[config.mk]
export PLATFORM = sky130hd
export DESIGN_NAME = fv_bank_requester
export DESIGN_NICKNAME = d
export VERILOG_FILES = /design/src/rtl/fv_bank_requester.sv
export SDC_FILE = /design/constraint.sdc
export NUM_CORES = 1
export LEC_CHECK = 0
export BUFFER_PORTS_ARGS = -buffer_cell sky130_fd_sc_hd__buf_2
export CORE_UTILIZATION = 30
export DETAILED_ROUTE_END_ITERATION = 8
export GPL_TIMING_DRIVEN = 1
export PLACE_DENSITY_LB_ADDON = 0.25
export SYNTH_ARGS = -nofsm -noshare
export SYNTH_HDL_FRONTEND = slang
export SYNTH_SLANG_ARGS = --single-unit
[constraint.sdc]
create_clock -name clk -period 9.1 [get_ports clk]
set_input_delay 1.365 -clock clk [delete_from_list [all_inputs] [get_ports clk]]
set_output_delay 1.365 -clock clk [all_outputs]
set_load 0.05 [all_outputs]
[src/rtl/fv_bank_requester.sv]
// fv_bank_requester: per-PE feature-value reader / write-back requester for one SRAM bank.
// Defining FV_REQ_TIMEOUT_EN adds a watchdog of FV_REQ_TIMEOUT_CYCLES idle cycles (default 32).
`ifndef Max_Node_id
`define Max_Node_id 64
`endif
`ifndef Num_Edge_PE
`define Num_Edge_PE 4
`endif
`ifndef Max_FV_num
`define Max_FV_num 16
`endif
`ifndef FV_bandwidth
`define FV_bandwidth 64
`endif
package fv_bank_pkg;
  localparam int NW = $clog2(`Max_Node_id);
  localparam int TW = $clog2(`Num_Edge_PE);
  localparam int FW = $clog2(`Max_FV_num) + 1;
  localparam int AW = $clog2(`Max_FV_num / 2);
  localparam int BW = `FV_bandwidth;
  localparam int LINES = `Max_FV_num / 2;
  typedef struct packed {
    logic valid;
    logic rd_wr;
    logic wr_eos;
    logic [NW-1:0] Node_id;
    logic [TW-1:0] PE_tag;
    logic [BW-1:0] data;
  } Req2Output_SRAM_Bank;
  typedef struct packed {
    logic valid;
    logic sos;
    logic eos;
    logic [TW-1:0] PE_tag;
    logic [BW-1:0] FV_data;
  } FV_bank_CNTL2Edge_PE;
endpackage

module fv_bank_requester
  import fv_bank_pkg::*;
(
  input  logic clk,
  input  logic reset,
  input  logic rd_start,
  input  logic wr_start,
  input  logic [NW-1:0] node_id,
  input  logic [TW-1:0] pe_tag,
  input  logic [FW-1:0] fv_num,
  input  logic [BW-1:0] wr_data,
  input  logic wr_data_valid,
  output logic wr_data_ready,
  input  logic bank_available,
  output Req2Output_SRAM_Bank req_pkt,
  input  FV_bank_CNTL2Edge_PE rd_in,
  input  logic [AW-1:0] buf_addr,
  output logic [BW-1:0] buf_data,
  output logic busy,
  output logic done,
  output logic err
);
  localparam logic [2:0] IDLE = 3'd0, RD_REQ = 3'd1, RD_COLLECT = 3'd2, WR_REQ = 3'd3, WR_STREAM = 3'd4;
  logic [2:0] state, state_nx;
  logic [NW-1:0] node;
  logic [FW-1:0] lines, lines_in, cnt, idx, beats;
  logic [FW:0] fv_up;
  logic acc, full, we, wr_beat, last, timeout;
  logic [BW-1:0] buffer [LINES];
  assign fv_up = {1'b0, fv_num} + 1'b1;
  assign lines_in = fv_num == '0 ? FW'(1) : fv_up[FW:1];
  assign acc = state == RD_COLLECT && rd_in.valid && rd_in.PE_tag == pe_tag;
  // sos restarts the line index in the same beat it is written
  assign idx = rd_in.sos ? '0 : cnt;
  assign full = idx >= FW'(LINES);
  assign we = acc && !full;
  assign beats = full ? cnt : idx + 1'b1;
  assign wr_beat = wr_data_valid && (state == WR_REQ && bank_available || state == WR_STREAM);
  assign last = cnt + 1'b1 == lines;
  assign done = acc && rd_in.eos || wr_beat && last || timeout;
  assign wr_data_ready = wr_beat;
  assign busy = state != IDLE;
  assign buf_data = buffer[buf_addr];
  assign req_pkt = wr_beat ? Req2Output_SRAM_Bank'{1'b1, 1'b1, last, node, pe_tag, wr_data} :
                   state == RD_REQ && bank_available ? Req2Output_SRAM_Bank'{1'b1, 1'b0, 1'b0, node, pe_tag, BW'(0)} :
                   '0;
  always_comb begin
    state_nx = done ? IDLE :
               state == IDLE ? (rd_start ? RD_REQ : wr_start ? WR_REQ : IDLE) :
               state == RD_REQ ? (bank_available ? RD_COLLECT : RD_REQ) :
               state == WR_REQ ? (wr_beat ? WR_STREAM : WR_REQ) :
               state > WR_STREAM ? IDLE : state;
  end
  always_ff @(posedge clk or posedge reset)
    if (reset) begin
      state <= IDLE;
      node <= '0;
      lines <= '0;
      cnt <= '0;
      err <= 1'b0;
    end else begin
      state <= state_nx;
      if (state == IDLE && (rd_start || wr_start)) begin
        node <= node_id;
        lines <= lines_in;
        cnt <= '0;
      end
      if (we) cnt <= idx + 1'b1;
      if (wr_beat) cnt <= cnt + 1'b1;
      if (acc && (full || rd_in.eos && beats != lines) || timeout) err <= 1'b1;
    end
  always_ff @(posedge clk)
    if (we) buffer[idx[AW-1:0]] <= rd_in.FV_data;
`ifdef FV_REQ_TIMEOUT_EN
`ifndef FV_REQ_TIMEOUT_CYCLES
`define FV_REQ_TIMEOUT_CYCLES 32
`endif
  localparam int WW = $clog2(`FV_REQ_TIMEOUT_CYCLES) + 1;
  logic [WW-1:0] wd;
  logic waiting;
  assign waiting = (state == RD_COLLECT || state == WR_STREAM) && !acc && !wr_beat;
  assign timeout = waiting && wd == WW'(`FV_REQ_TIMEOUT_CYCLES - 1);
  always_ff @(posedge clk or posedge reset)
    if (reset) wd <= '0;
    else wd <= waiting && !timeout ? wd + 1'b1 : '0;
`else
  assign timeout = 1'b0;
`endif
endmodule

==> summary.txt <==
Final Instance Area = 0.02553 mm^2
Placed cell area = 0.02369 mm^2
Worst R2R Start = cnt[3]
First drt pass iteration count = 4
Comb power frac = 0.124
IO Port Bufs = 297
Post-synthesis instance area = 0.02106 mm^2
Leading cell type by number of instances after synthesis = edfxtp_1
CTS Buf Count = 58
Hold EP = node[1]
Area share of the leading cell type in the synthesized netlist = 0.7301
Top cells by area, synth = edfxtp_1 (73%), mux4_2 (14%), mux2_2 (3.4%), dfrtp_1 (2.4%), and2_1 (2.1%)
Die Wd = 266.9 um
Startpoint of the worst hold path = node[1]
Post-cts sizing count = 0
Fin. Hold Viols = 0
Post-synthesis sequential area ratio = 0.7539
First-pass GRT wire length = 72390 um
Internal = 0.004311 W
P_sw = 0.001488 W
Final GP Congestion = 0.7660
Clock share of power = 0.391
Post-CTS setup buffer count = 0
Seq pwr share = 0.485
Yosys Warn Count = 0
Final Skew = 14.87 ps
Global Route Usage Sum = 0.1380
Minimum clock period = 5168 ps
MaxCap Viol Count = 0
Post-CTS Hold Fix Bufs = 0
Cells after Synth = 987
Crit path max fanout = 79
Status = complete, no violations
Synth Area per Inst = 21.34 um^2
R2r worst-path depth = 5
# IOs = 298
Async S/R FF share, synth = 0.03759
Pwr per Cell Area = 227.1 mW/mm^2
Vias post-DR = 10690
Startpoint class of the critical path = input pin
Slew margin rel. = 0.3679
CTS tree = yes
Post-synth top area cell = edfxtp_1
Post-synth EDFFs = 512
Setup ws final = 3932 ps
VDD IR max = 0.1199 mV
Post-DP HPWL = 27000 um
Drt total wl = 48980 um
Data arrival time of the worst path = 3800 ps
CTS HTree Levels = 2
Vias in the first global route = 11510
Max-slew violations = 0
Syn nets = 1146
Setup violators final = 0
Area Growth Syn to Fin = 21.26%
Hold/Removal Path Class = reg -> reg
Row count = 96
GRT Residual Overflow = 0
Top_reg_cell synth = edfxtp_1
Fraction of layout instances using a drive strength above 1 = 0.4466
Switching share of power = 0.2566
DR WL/cell = 21.41 um
Initial Util = 0.3049
Unrepaired setup endpoints after global routing = no
Initial antenna violation count = 10
Post-route setup TNS = 0 ps
Worst Hold Margin = 479.5 ps
Critical R2R Capture = buffer[7][42]
Leakage power = 8.785 nW
Post-route insts no fill = 2288
CP Class = in -> out
Skew-Pair Late Insertion Delay = 600 ps
CTS Root Cell = clkbuf_16
Clock slew at reported path FFs = 60 ps
Initial DRC Count = 658
Fin crit share = 0.5679
Synthesized flop and latch total = 532
Post-route ant nets = 0
F_max = 0.1935 GHz
Setup WS pre-CTS = 3860 ps
Largest net degree at the start of global routing = 80
Core Box Area = 0.06907 mm^2
Max clock buf depth = 3
Clock sink count = 532
Die height = 266.9 um
# placed instances = 2179
Via density = 4.670
Req. time, crit path = 7740 ps
Detailed-route DRC error count = 0
Worst slew pin tran = 948.1 ps
Reg2reg setup slack = 5170 ps
Top cells by count, synth = edfxtp_1 (512), mux4_2 (128), and2_1 (72)
N_diodes = 0
Hold Crit Depth = 2
Unique cell type count in the Yosys netlist = 54
Die area = 0.07126 mm^2
CP Capture Type = primary output
# nets final = 1467
## layout make-up
class | instances | area [um^2]
repair buffers | 314 | 1645
well taps | 931 | 1165
fillers | 6424 | 43530
clock inverters | 36 | 335.3
multi-input cells | 395 | 4980
flip-flops and latches | 532 | 15880
inverters | 7 | 26.28
clock buffers | 73 | 1508
## worst max-delay path: stages
cell,delay [ps]
buf_6,630
buf_4,760
mux4_2,410
mux2_2,300
buf_2,230
## registers in the layout (all words and copies together), names as in the netlist
register	count
node	6
buffer	512
state	3
cnt	5
err	1
lines	5
## per-layer routing
metal	track usage	wire, um
met1	0.1769	20960
met2	0.2280	23500
met3	0.03367	2885
met4	0.04706	1508
met5	0	126
## cells by family (layout without fill, tap and decap cells)
family,Yosys count,after routing,share of synthesized area
adder cells (fa/ha/maj),4,4,0.002377
buffers and inverters,60,430,0.01188
AND/OR/NAND/NOR,152,152,0.04242
multiplexers,193,193,0.1716
AO/OA/AOI/OAI,32,32,0.01135
flip-flops,532,532,0.7539
XOR/XNOR,14,14,0.006476
## power by group through the flow
stage | clock [W] | combinational, W | sequential (W)
floorplan | 0 | 0.000536 | 0.00284
global placement | 0 | 0.000725 | 0.00286
detailed placement | 0 | 0.000731 | 0.00286
CTS | 0.00236 | 0.000732 | 0.00281
global route | 0.00244 | 0.000775 | 0.00282
finish | 0.00227 | 0.000722 | 0.00281
## stage by stage
stage | power (W) | utilization
floorplan | 0.003379 | -
global placement | 0.003585 | 0.3430
detailed placement | 0.003593 | 0.3430
CTS | 0.005901 | 0.3697
global route | 0.006031 | 0.3697
finish | 0.005800 | 0.3697
## placed cells by master (no fill, tap or decap), types with 7 or more instances in the layout
master	instances
edfxtp_1	512
mux4_2	128
clkinv_1	12
buf_2	294
nor2_1	8
clkbuf_16	58
buf_4	17
and2_1	72
inv_1	7
nand2_1	27
mux2_2	64
clkinv_2	7
dfrtp_1	20
clkbuf_1	15
xnor2_1	7
## worst max-delay path by stage
stage                 from  slack [ps]  depth (start not counted)      endpoint
6_report       buf_addr[1]        3930                          5  buf_data[26]
5_1_grt        buf_addr[1]        3770                          5  buf_data[26]
4_1_cts        buf_addr[1]        3860                          5  buf_data[26]
3_5_place_dp   buf_addr[1]        3860                          5  buf_data[26]
3_3_place_gp   buf_addr[1]        3870                          5  buf_data[28]
2_1_floorplan    rd_in[65]         220                          4  buffer[2][0]
Note: power is estimated with default switching activity, not from simulation.
